**config.mk**
```make
export PLATFORM = sky130hd
export DESIGN_NAME = lfsr_err_window
export DESIGN_NICKNAME = d
export VERILOG_FILES = /design/src/rtl/lfsr_pkg.sv /design/src/rtl/lfsr_err_window.sv
export SDC_FILE = /design/constraint.sdc
export NUM_CORES = 1
export LEC_CHECK = 0
export BUFFER_PORTS_ARGS = -buffer_cell sky130_fd_sc_hd__buf_2
export CORE_MARGIN = 10
export CORE_UTILIZATION = 30
export CTS_BUF_LIST = sky130_fd_sc_hd__clkbuf_16
export CTS_CLUSTER_DIAMETER = 120
export CTS_CLUSTER_SIZE = 8
export DETAILED_ROUTE_END_ITERATION = 12
export PLACE_DENSITY = 0.52
export SLEW_MARGIN = 10
export SYNTH_ARGS = -nofsm -noshare
export SYNTH_HDL_FRONTEND = slang
export SYNTH_SLANG_ARGS = --single-unit
```
**constraint.sdc**
```tcl
create_clock -name clk -period 2.15 [get_ports clk]
set_input_delay 0.3225 -clock clk [delete_from_list [all_inputs] [get_ports clk]]
set_output_delay 0.3225 -clock clk [all_outputs]
set_load 0.03 [all_outputs]
```
**src/rtl/lfsr_pkg.sv**
```systemverilog
// Shared definitions for the 24-bit PRBS generator/checker pair
// (taps 23, 22, 21, 16).
package lfsr_pkg;

   localparam int LFSR_W = 24;
   localparam int TAP_A  = 23;
   localparam int TAP_B  = 22;
   localparam int TAP_C  = 21;
   localparam int TAP_D  = 16;

   typedef enum logic [1:0] {
      HUNT   = 2'd0,
      VERIFY = 2'd1,
      LOCKED = 2'd2
   } chk_state_t;

   // Feedback bit appended at the LSB on every shift; it is also the transmitted bit.
   function automatic logic lfsr_fb(input logic [LFSR_W-1:0] r);
      return r[TAP_A] ^ r[TAP_B] ^ r[TAP_C] ^ r[TAP_D];
   endfunction

endpackage

```
**src/rtl/lfsr_err_window.sv**
```systemverilog
// Sliding error-rate tracker: counts errors inside consecutive WINDOW-bit
// windows and flags the bit whose error brings the count up to ERR_THRESH.
module lfsr_err_window
   import lfsr_pkg::*;
#(
   parameter int WINDOW     = 64,
   parameter int ERR_THRESH = 8
) (
   input  logic clk,
   input  logic rst,
   input  logic strobe,
   input  logic error,
   input  logic clear,
   output logic thresh_hit
);

   localparam int CW = (WINDOW > 2) ? $clog2(WINDOW) : 1;
   localparam int EW = $clog2(WINDOW + 1);

   logic [CW-1:0] win_cnt_q, win_cnt_d;
   logic [EW-1:0] win_err_q, win_err_d;
   logic          wrap;

   assign wrap = (win_cnt_q == CW'(WINDOW - 1));

   always_comb begin
      win_cnt_d  = win_cnt_q;
      win_err_d  = win_err_q;
      thresh_hit = 1'b0;
      if (clear) begin
         win_cnt_d = '0;
         win_err_d = '0;
      end else if (strobe) begin
         // WINDOW is a power of two, so the counter wraps to 0 on its own.
         win_cnt_d = win_cnt_q + 1'b1;
         if (wrap) begin
            win_err_d = EW'(error);
         end else begin
            win_err_d = win_err_q + EW'(error);
         end
         thresh_hit = error && (win_err_d == EW'(ERR_THRESH));
      end
   end

   always_ff @(posedge clk or posedge rst) begin
      if (rst) begin
         win_cnt_q <= '0;
         win_err_q <= '0;
      end else begin
         win_cnt_q <= win_cnt_d;
         win_err_q <= win_err_d;
      end
   end

endmodule

```
Word-level counts from Yosys, hierarchy flattened
Cells that the tools add are included.
Storage, ports and cells
  output and inout bits: 1
  logic and storage cells: 17
  memories: 0
  bits in latches: 0
  bits of input ports: 5
  RAM bits: 0
  bits in read-only memories: 0
  register bits after elaboration: 13
Cells by class
  bitwise operators: 0
  div/mod/pow operators: 0
  equality and inequality tests: 2
  multiplexer cells: 9
  add/subtract/negate cells: 2
  $lt $le $gt $ge: 0
  $mul: 0
  shift operators: 0
  reduce and logical (&&, ||, !) cells: 2
Operator list (count)
  $mux 7: 5
  $mux 6: 2
  $add 7x1->7: 1
  $eq 7x4->1 const B: 1
  $add 6x1->6 const B: 1
  $eq 6x6->1 const B: 1
  $mux 1: 2
  $reduce_bool 2->1: 1
  $logic_and 1x1->1: 1

Logic depth before layout (Yosys ltp)
Gate-level depths: netlist of run 1.
  depth in word-level cells: 8
  mapped depth: 6
  gate-level depth less buffers: 6

Worst setup path after synthesis of run 1
No wires, ideal clock.
  kind: flip-flop to output port
  from: register win_err_q[0]
  to: output thresh_hit
  path slack: -0.023 ns
  required time: 1.827 ns
  buffers on the path: 0
  cell stages (with the launch flop): 7
  arrival: 1.850 ns
  path through: dfrtp_1 -> ha_1 -> ha_1 -> and3_4 -> mux2i_1 -> o32a_1 -> nor3_2
Between the ends
  cells in the longest elaborated chain, start to end: 8
Ends and longest elaborated chain
  start, declared: RTL line lfsr_err_window.sv:21  | logic [EW-1:0] win_err_q, win_err_d;
  start signal, assigned: RTL line lfsr_err_window.sv:51  | win_err_q <= win_err_d;
  $add 7x1->7: RTL line lfsr_err_window.sv:39  | win_err_d = win_err_q + EW'(error);
  $mux 7: RTL line lfsr_err_window.sv:36  | if (wrap) begin
  $mux 7: RTL line lfsr_err_window.sv:33  | end else if (strobe) begin
  $mux 7: RTL line lfsr_err_window.sv:30  | if (clear) begin
  $eq 7x4->1: RTL line lfsr_err_window.sv:41  | thresh_hit = error && (win_err_d == EW'(ERR_THRESH));
  $logic_and 1x1->1: RTL line lfsr_err_window.sv:41
  $mux 1: RTL line lfsr_err_window.sv:33
  $mux 1: RTL line lfsr_err_window.sv:30
  end, declared: RTL line lfsr_err_window.sv:14  | output logic thresh_hit
Every way passes these cells. The select of a mux whose other input is x is not followed.

Final worst setup path of run 1
Same ends and word-level chain as after synthesis.

==> impl_metrics.csv, run 1 <==
group,metric,value,unit
sta,setup_violations,1,
clock_network,clk_latency,0.24,ns
clock_network,cts_hold_buf,0,
sta,worst_pin_slew,0.5031,ns
power,leakagePower,0.4155,nW
final_layout,final_nets,102,
outcome,violations,"negative setup slack",
die,coreArea,0.002455,mm²
sta,hold_viol_final,0,
global_route,groute.usage.overall,7.119,%
die,dieWidth,70.57,µm
yosys,synth_seq_cells,13,
power,power,0.6528,mW
critical_path,path_max_fanout,2,
sta,fmax,446.3,MHz
die,num_rows,18,
critical_path,crit_path_end_kind,"primary output",
global_route,grt_pass1_vias,668,
placed_design,pre_cts_slack,-0.03634,ns
critical_path,cp_data_arrival_time,1.92,ns
sta,relSlewSlack,66.42,%
die,die_h,70.57,µm
yosys,yosysSeqAreaShare,42.41,%
yosys,yosysWarnings,0,
final_layout,finalCoreUtilization,40.47,%
sta,slew_viol_final,0,
sta,final.min_clock_period,2.240,ns
clock_network,cts_buffers,3,
placed_design,routabilityCongestion,0.7828,
die,start_util,31.24,%
global_route,antenna_found_initial,0,
detailed_routing,via_per_inst,5.293,
yosys,synth.distinct_cells,27,
detailed_routing,postRouteAntennaNets,0,
power,p_per_area,657.1,mW/mm²
detailed_routing,drt_iter0_markers,52,
yosys,async_reset_ff_share,100.0,%
clock_network,cts.clk_slew.worst_paths,0.04,ns
critical_path,crit_path_start_kind,"flop",
detailed_routing,wl_per_cell,13.41,µm
outcome,outcome,"finished with violations",
job,cap_viol_max_count,0,
sta,tns,-0.09049,ns
yosys,synthesis.area_per_instance,9.587,µm²
yosys,netlist_area,767.0,µm²
detailed_routing,vias,651,
final_layout,final_layout_size_suffix_gt1_share,21.51,%
global_route,grt_max_degree,18,
sta,period_share,104.2,%
detailed_routing,drt_wl_total,1.650,mm
sta,hold_slack,0.1062,ns
sta,setup_slack,-0.09049,ns
clock_network,numClockSinks,13,
yosys,netlist_instances,80,
global_route,grt_remaining_overflow,0,
yosys,synth_nets,88,
detailed_routing,dr.pass1.iters,4,
yosys,synth_edf_count,0,
final_layout,diodes,0,
yosys,ys.flop_type,"dfrtp_1",
die,ios,6,
critical_path,worstSetupPathType,"flop to primary output",
final_layout,synthToLayoutAreaGrowth,29.53,%
detailed_routing,drc_errors,0,
placed_design,dp_hpwl,1.207,mm
clock_network,cts_tree,"built",
power,peakVddDrop,0.4452,mV
critical_path,required,1.83,ns
clock_network,htree_levels,1,
clock_network,clockRootBuffer,"clkbuf_16",
die,die_area,0.004979,mm²
worst_hold_path,hp-class,"input pin to async pin",
placed_design,io_buffers,5,
sta,fin_skew,0.001413,ns
clock_network,cts_buffer_depth,2,
sta,rsz0062_at_grt,"true",
global_route,grt_pass1_wl,2.939,mm
-- metrics by stage --
step	cells	area (µm²)
global route	123	993.5
global placement	118	869.6
CTS	122	985.9
detailed placement	118	869.6
finish	123	993.5
floorplan	80	773.2
-- routing by layer --
metal	global-route usage [%]	vias to the layer above	share of wire, %
met3	1.813	2	3.0
met4	3.871	0	0.79
met2	11.68	10	48
li1	-	316	-
met1	8.274	323	48
met5	0	-	0
-- cells in the final DEF, fill, tap and decap left out --
cell type | Yosys | layout
dfrtp_1 | 13 | 13
nor2_1 | 7 | 7
buf_4 | 0 | 7
nand3_1 | 5 | 5
nand2_1 | 5 | 5
inv_1 | 3 | 4
a21boi_0 | 4 | 4
mux2i_1 | 4 | 4
a21oi_1 | 4 | 4
buf_2 | 0 | 4
or3_1 | 3 | 3
o32ai_1 | 3 | 3
xnor2_1 | 3 | 3
xor2_1 | 3 | 3
nand2b_1 | 3 | 3
clkbuf_16 | 0 | 3
and3_1 | 2 | 2
nand4_1 | 2 | 2
ha_4 | 0 | 2
and3_4 | 1 | 1
or2_0 | 1 | 1
o21ai_0 | 1 | 1
o32a_1 | 1 | 1
nand3b_1 | 1 | 1
nor4b_2 | 0 | 1
o211ai_1 | 1 | 1
nor3_4 | 0 | 1
a211oi_1 | 1 | 1
nor2b_1 | 1 | 1
ha_1 | 3 | 1
buf_6 | 0 | 1
-- layout make-up --
type                    instances  area, µm²
fillers                       245       1461
multi-input cells              61      456.7
flip-flops and latches         13      325.3
repair buffers                 12      83.83
clock buffers                   3      75.07
well taps                      30      37.54
inverters                       3      11.26
clock inverters                 1      3.754
-- cell usage after synthesis (all sizes together) (4+ instances only) --
library cell,instances,area share [%]
a21oi,4,2.6
nand3,5,3.3
dfrtp,13,42
nand2,5,2.4
a21boi,4,3.9
nor2,7,3.4
mux2i,4,5.2
-- timing repair --
action / in CTS / in global routing
resized for setup: 7 / 0
setup endpoints to repair: 1 / 1
setup buffers: 0 / 1
pin swaps: 3 / 2
endpoints found under the hold margin: 0 / 0
-- final timing paths --
check,slack [ns],startpoint,end,cells after the start
worst max-delay path,-0.09,win_err_q[0],thresh_hit,7
worst min-delay path,0.11,rst,win_err_q[2],2
worst max register to register,0.59,win_err_q[0],win_err_q[6],6
worst min register to register,0.56,win_cnt_q[5],win_cnt_q[5],2
max in group asynchronous,1.71,rst,win_err_q[6],2
min in group clk,0.48,error,win_err_q[0],3
-- state kept, by name (all words and copies together) (netlist names) --
name,cells
win_cnt_q,6
win_err_q,7
-- power by group --
group	internal, mW	leakage [nW]	switching [mW]
clock	0.244	0.0423	0.0912
sequential	0.252	0.179	0.00635
combinational	0.0283	0.194	0.0307
total	0.525	0.415	0.128
-- worst max-delay path: stages (launching register included) --
cell	delay [ns]
dfrtp_1	0.40
ha_4	0.18
ha_4	0.15
and3_4	0.18
mux2i_1	0.11
o32a_1	0.33
nor3_4	0.18
buf_6	0.15
-- kinds of logic (layout without fill, tap and decap cells) --
family | after synthesis | count (layout) | share of synthesized area [%]
AOI/OAI and AO/OA | 15 | 15 | 13.87
xor gates and xnor gates | 6 | 6 | 6.853
adders and majority gates | 3 | 3 | 4.894
buffers and inverters | 6 | 19 | 2.936
DFF | 13 | 13 | 42.41
muxes | 4 | 4 | 5.220
and+or+nand+nor | 33 | 33 | 23.82
Note: power is estimated with default switching activity, not from simulation.
==> run 2, diff against run 1 <==
==> constraint.sdc (replaced) <==
create_clock -name clk -period 2.15 [get_ports clk]
set_input_delay 0.215 -clock clk [delete_from_list [all_inputs] [get_ports clk]]
set_output_delay 0.215 -clock clk [all_outputs]
set_load 0.01 [all_outputs]
==> run 2 against run 1 <==
Net effect:
- the flow now finishes without violations
- clock skew barely moved
- clock-buffer cell count unchanged
- register-to-register slack about the same
- wire length grew 2.8%
- global-route usage down 0.17 points
- design area down 3.5%
- combinational power down 12%
- hold slack got worse by 0.10 ns
- sequential power hardly changed
- first-iteration DRC count shrank 58%
- die area unchanged
- largest power group unchanged
- highest routed layer unchanged
==> impl_metrics.csv, run 2 (same netlist as run 1, synthesis figures left out) <==
group,metric,value,unit
outcome,outcome,"finished clean",
global_route,grt_remaining_overflow,0,
detailed_routing,dr.pass1.iters,5,
critical_path,max_stage_delay,0.40,ns
clock_network,cts_buffers,3,
critical_path,crit_top_cell,"ha_4",
critical_path,cp_num_cells,7,
die,die_area,0.004979,mm²
placed_design,io_buffers,5,
die,start_util,31.24,%
power,leakagePower,0.3997,nW
critical_path,path_max_fanout,4,
clock_network,htree_levels,1,
sta,fin_skew,0.0009287,ns
final_layout,largest_register_ffs,7,
final_layout,final_cell_mix,"dfrtp_1, nor2_1, nand3_1, nand2_1, buf_2",
critical_path,crit_path_end_kind,"primary output",
worst_hold_path,hp-class,"input pin to async pin",
clock_network,clockRootBuffer,"clkbuf_16",
critical_path,crit_slowest_cell,"dfrtp_1",
die,ios,6,
sta,hold_viol_final,0,
die,dieWidth,70.57,µm
final_layout,fillerInstances,252,
clock_network,cts_tree,"built",
job,cap_viol_max_count,0,
placed_design,dpl_cell_area,825.8,µm²
sta,worst_pin_slew,0.5254,ns
final_layout,design_area,958.4,µm²
global_route,antenna_found_initial,0,
clock_network,numClockSinks,13,
sta,relSlewSlack,64.93,%
sta,setup_violations,0,
die,die_h,70.57,µm
global_route,groute.usage.overall,6.947,%
critical_path,path_delay_family,"flip-flops",
global_route,grt_pass1_wl,2.904,mm
clock_network,cts.clk_slew.worst_paths,0.05,ns
critical_path,crit_chain,"ha_4, ha_4, and3_4, mux2i_1, o32a_1, nor3_2, buf_2",
clock_network,clk_latency,0.24,ns
critical_path,worstSetupPathType,"flop to primary output",
final_layout,finalCoreUtilization,39.04,%
final_layout,top_regs,"win_err_q (7), win_cnt_q (6)",
critical_path,reg2regPathDepth,6,
detailed_routing,via_per_inst,5.258,
clock_network,cts_hold_buf,0,
detailed_routing,postRouteAntennaNets,0,
final_layout,final-seq-area,325.3,µm²
detailed_routing,drt_iter0_markers,22,
global_route,grt_max_degree,18,
final_layout,synthToLayoutAreaGrowth,24.96,%
placed_design,routabilityCongestion,0.7755,
final_layout,final_common_cell,"dfrtp_1",
final_layout,diodes,0,
final_layout,final_nets,99,
critical_path,cp-startpoint,"win_err_q[0]",
critical_path,path_buf_inv,1,
sta,final.min_clock_period,2.095,ns
sta,slew_viol_final,0,
die,num_rows,18,
power,peakVddDrop,0.4222,mV
critical_path,required,1.93,ns
die,coreArea,0.002455,mm²
critical_path,cp_data_arrival_time,1.88,ns
sta,period_share,97.43,%
sta,rsz0062_at_grt,"true",
placed_design,dp_hpwl,1.158,mm
critical_path,crit_path_start_kind,"flop",
detailed_routing,vias,631,
global_route,grt_pass1_vias,636,
critical_path,r2r_start,"win_err_q[0]",
final_layout,multi_input_area,450.4,µm²
detailed_routing,drc_errors,0,
detailed_routing,drt_wl_total,1.696,mm
detailed_routing,wl_per_cell,14.13,µm
clock_network,cts_buffer_depth,2,
power,p_per_area,686.3,mW/mm²
final_layout,final_layout_size_suffix_gt1_share,18.89,%
sta,fmax,477.4,MHz
final_layout,regMostFlops,"win_err_q",
## run 2: cell count changes in the layout (fill, tap and decap cells not counted), sizes merged
cell,delta
buf,-3
## run 2: final cells by class
class,count,share of cell area [%]
Timing Repair Buffer,9,5.744
Inverter,3,1.175
Multi-Input combinational cell,61,47.00
Clock buffer,3,7.833
Tap cell,30,3.916
Clock inverter,1,0.3916
Sequential cell,13,33.94
## run 2: where the power goes
part | total, mW | leakage, nW | switching, mW | internal (mW)
sequential | 0.259 | 0.179 | 0.00724 | 0.252
clock | 0.347 | 0.0423 | 0.101 | 0.245
combinational | 0.0520 | 0.178 | 0.0292 | 0.0228
total | 0.658 | 0.400 | 0.138 | 0.520
## run 2: routing by layer
metal | wire length (µm) | GRT usage [%] | vias to the layer above | share of wire, %
li1 | - | - | 309 | -
met4 | 14 | 3.871 | 0 | 0.83
met1 | 852 | 8.903 | 305 | 50
met5 | 0 | 0 | - | 0
met2 | 785 | 10.38 | 15 | 46
met3 | 43 | 1.674 | 2 | 2.5
## run 2: stage by stage
| step | total power [mW] | instances | hold slack (ns) | setup slack, ns | setup TNS (ns) |
|---|---|---|---|---|---|
| final | 0.6578 | 120 | 0.003350 | 0.05533 | 0 |
| after global routing | 0.6835 | 120 | 0.04778 | -0.02521 | -0.02521 |
| after CTS | 0.6589 | 117 | 0.02562 | 0.003837 | 0 |
| after detailed placement | 0.3063 | 113 | 0.2775 | 0.1386 | 0 |
| after global placement | 0.3041 | 113 | 0.2707 | 0.2169 | 0 |
| after floorplan | 0.2919 | 80 | 0.09196 | 0.3061 | 0 |
## run 2: timing repair
item	CTS	global route
resized for setup	3	2
endpoints found under the setup margin	1	1
setup buffers	0	3
pin swaps	0	3
## run 2: path summary, 6_finish.rpt
| kind | slack (ns) | endpoint |
|---|---|---|
| min reg2reg | 0.56 | win_cnt_q[4] |
| max | 0.06 | thresh_hit |
| min | 0.003 | win_cnt_q[1] |
| max in group asynchronous | 1.79 | win_err_q[3] |
| max reg2reg | 0.59 | win_err_q[6] |
| min in group clk | 0.35 | win_err_q[0] |
==> run 3, diff against run 2 <==
ABC_AREA = 1   (was unset)
GPL_TIMING_DRIVEN = 0   (was unset)
==> run 3 against run 2 <==
Net effect:
- sequential power increased by 7%
- final cell count up 13%
- critical path depth up 2
- synthesized cell count grew 20%
==> impl_metrics.csv, run 3 <==
group,metric,value,unit
outcome,outcome,"finished clean",
clock_network,cts_tree,"built",
global_route,grt_pass1_wl,2.815,mm
clock_network,cts_hold_buf,0,
clock_network,cts.clk_slew.worst_paths,0.05,ns
yosys,yosys.area.top_type_share,41.80,%
final_layout,final_cell_mix,"nand2_1, inv_1, dfrtp_1, nor2_1, nand3_1",
global_route,grt_remaining_overflow,0,
critical_path,path_max_fanout,3,
critical_path,cp_data_arrival_time,1.75,ns
clock_network,clockRootBuffer,"clkbuf_16",
sta,period_share,91.48,%
detailed_routing,wl_met2,777,µm
global_route,grt_pass1_vias,634,
sta,final.min_clock_period,1.967,ns
yosys,async_reset_ff_share,100.0,%
final_layout,top_regs,"win_err_q (7), win_cnt_q (6)",
die,ios,6,
job,cap_viol_max_count,0,
yosys,yosysWarnings,0,
sta,relSlewSlack,64.87,%
detailed_routing,wl_per_cell,12.17,µm
final_layout,fillerInstances,282,
final_layout,synthToLayoutAreaGrowth,18.17,%
placed_design,dp_cells,131,
sta,rsz0062_at_grt,"false",
detailed_routing,dr.pass1.iters,2,
detailed_routing,top_layer_used,"met4",
yosys,synth_edf_count,0,
placed_design,routabilityCongestion,0.7258,
die,coreArea,0.002477,mm²
yosys,netlist_instances,96,
detailed_routing,m1WireLength,780,µm
clock_network,htree_levels,1,
global_route,grt_max_degree,14,
yosys,synth.distinct_cells,26,
yosys,yosysSeqAreaShare,41.80,%
detailed_routing,vias,654,
yosys,synth_nets,104,
clock_network,cts_setup_buffers,0,
yosys,yosysMostFrequentCell,"nand2_1",
sta,fin_skew,0.001069,ns
detailed_routing,via_per_inst,4.844,
clock_network,cts_buffers,3,
clock_network,numClockSinks,13,
final_layout,final_common_cell,"nand2_1",
power,leakagePower,0.4469,nW
sta,fmax,508.4,MHz
worst_hold_path,hp-class,"input pin to async pin",
sta,setup_violations,0,
final_layout,largest_register_ffs,7,
die,start_util,31.41,%
sta,hold_viol_final,0,
clock_network,cts_resized,0,
sta,worst_pin_slew,0.5264,ns
placed_design,io_buffers,5,
clock_network,cts_buffer_depth,2,
global_route,groute.usage.overall,7.066,%
power,power,0.6972,mW
die,num_rows,18,
critical_path,crit_path_end_kind,"primary output",
die,dieWidth,70.93,µm
critical_path,required,1.93,ns
yosys,synthTopCellsByArea,"dfrtp_1, nand2_1, inv_1, ha_1, nor2_1",
final_layout,finalCoreUtilization,37.12,%
sta,slew_viol_final,0,
placed_design,dp_hpwl,1.243,mm
final_layout,regMostFlops,"win_err_q",
critical_path,crit_path_start_kind,"flop",
die,die_h,70.93,µm
final_layout,final_nets,114,
global_route,antenna_found_initial,0,
detailed_routing,drc_errors,0,
detailed_routing,met3_length,61,µm
die,die_area,0.005031,mm²
detailed_routing,drt_iter0_markers,12,
yosys,ys.flop_type,"dfrtp_1",
yosys,synth_seq_cells,13,
yosys,synthesis.area_per_instance,8.107,µm²
detailed_routing,postRouteAntennaNets,0,
sta,tns,0,ns
detailed_routing,drt_wl_total,1.643,mm
critical_path,reg2regPathDepth,7,
power,p_per_area,758.1,mW/mm²
final_layout,diodes,0,
clock_network,clk_latency,0.24,ns
final_layout,final_layout_size_suffix_gt1_share,19.05,%
yosys,netlist_area,778.2,µm²
yosys,ys_top_cells_by_count,"nand2_1, dfrtp_1, inv_1",
power,peakVddDrop,0.5320,mV
final_layout,stdcell_count,135,
yosys,yosysTopAreaCell,"dfrtp_1",
critical_path,worstSetupPathType,"flop to primary output",
sta,hold_slack,0.002474,ns
run 3: per-layer routing:
metal	vias up	GRT usage [%]
met4	0	3.871
met1	304	8.413
met5	-	0
met2	7	10.58
met3	4	2.789
li1	339	-
run 3: power breakdown:
part	switching, mW	internal, mW	total, mW
sequential	0.0122	0.263	0.276
combinational	0.0457	0.0264	0.0720
clock	0.104	0.245	0.350
total	0.162	0.535	0.697
run 3: through the flow:
step | cell area, µm² | setup slack, ns
6_report | 919.6 | 0.1832
5_1_grt | 919.6 | 0.04560
4_1_cts | 919.6 | 0.1689
3_5_place_dp | 840.8 | 0.4391
3_3_place_gp | 840.8 | 0.4535
2_1_floorplan | 778.2 | 0.6220
run 3: cells by family (layout without fill, tap and decap cells):
family / Yosys count / after routing / synth area share [%]
AOI/OAI and AO/OA: 16 / 16 / 12.38
xor gates and xnor gates: 1 / 1 / 1.126
adders and majority gates: 3 / 3 / 4.824
buffers and inverters: 15 / 24 / 7.234
DFF: 13 / 13 / 41.80
and+or+nand+nor: 48 / 48 / 32.64
run 3: final timing paths:
kind                         startpoint            to  slack, ns
setup / recovery           win_err_q[0]    thresh_hit       0.18
hold / removal                      rst  win_err_q[5]      0.002
setup reg to reg           win_err_q[0]  win_err_q[6]       0.74
hold reg to reg            win_err_q[0]  win_err_q[0]       0.50
max in group asynchronous           rst  win_cnt_q[0]       1.80
min in group clk                  clear  win_cnt_q[4]       0.19
run 3: cell type report:
cell class              count  area (µm²)  share of cell area, %
multi-input cells          68       396.6                  43.13
flip-flops and latches     13       325.3                  35.37
clock buffers               3       75.07                  8.163
inverters                  15       56.30                  6.122
well taps                  30       37.54                  4.082
repair buffers              5       25.02                  2.721
clock inverters             1       3.754                 0.4082
run 3: critical path, stage by stage (launching register included):
cell	delay, ns
dfrtp_1	0.34
ha_1	0.17
ha_1	0.18
nand2_1	0.08
nor2_1	0.20
nand3_1	0.11
nand3_1	0.13
nand3_1	0.08
nor2_1	0.09
buf_2	0.14
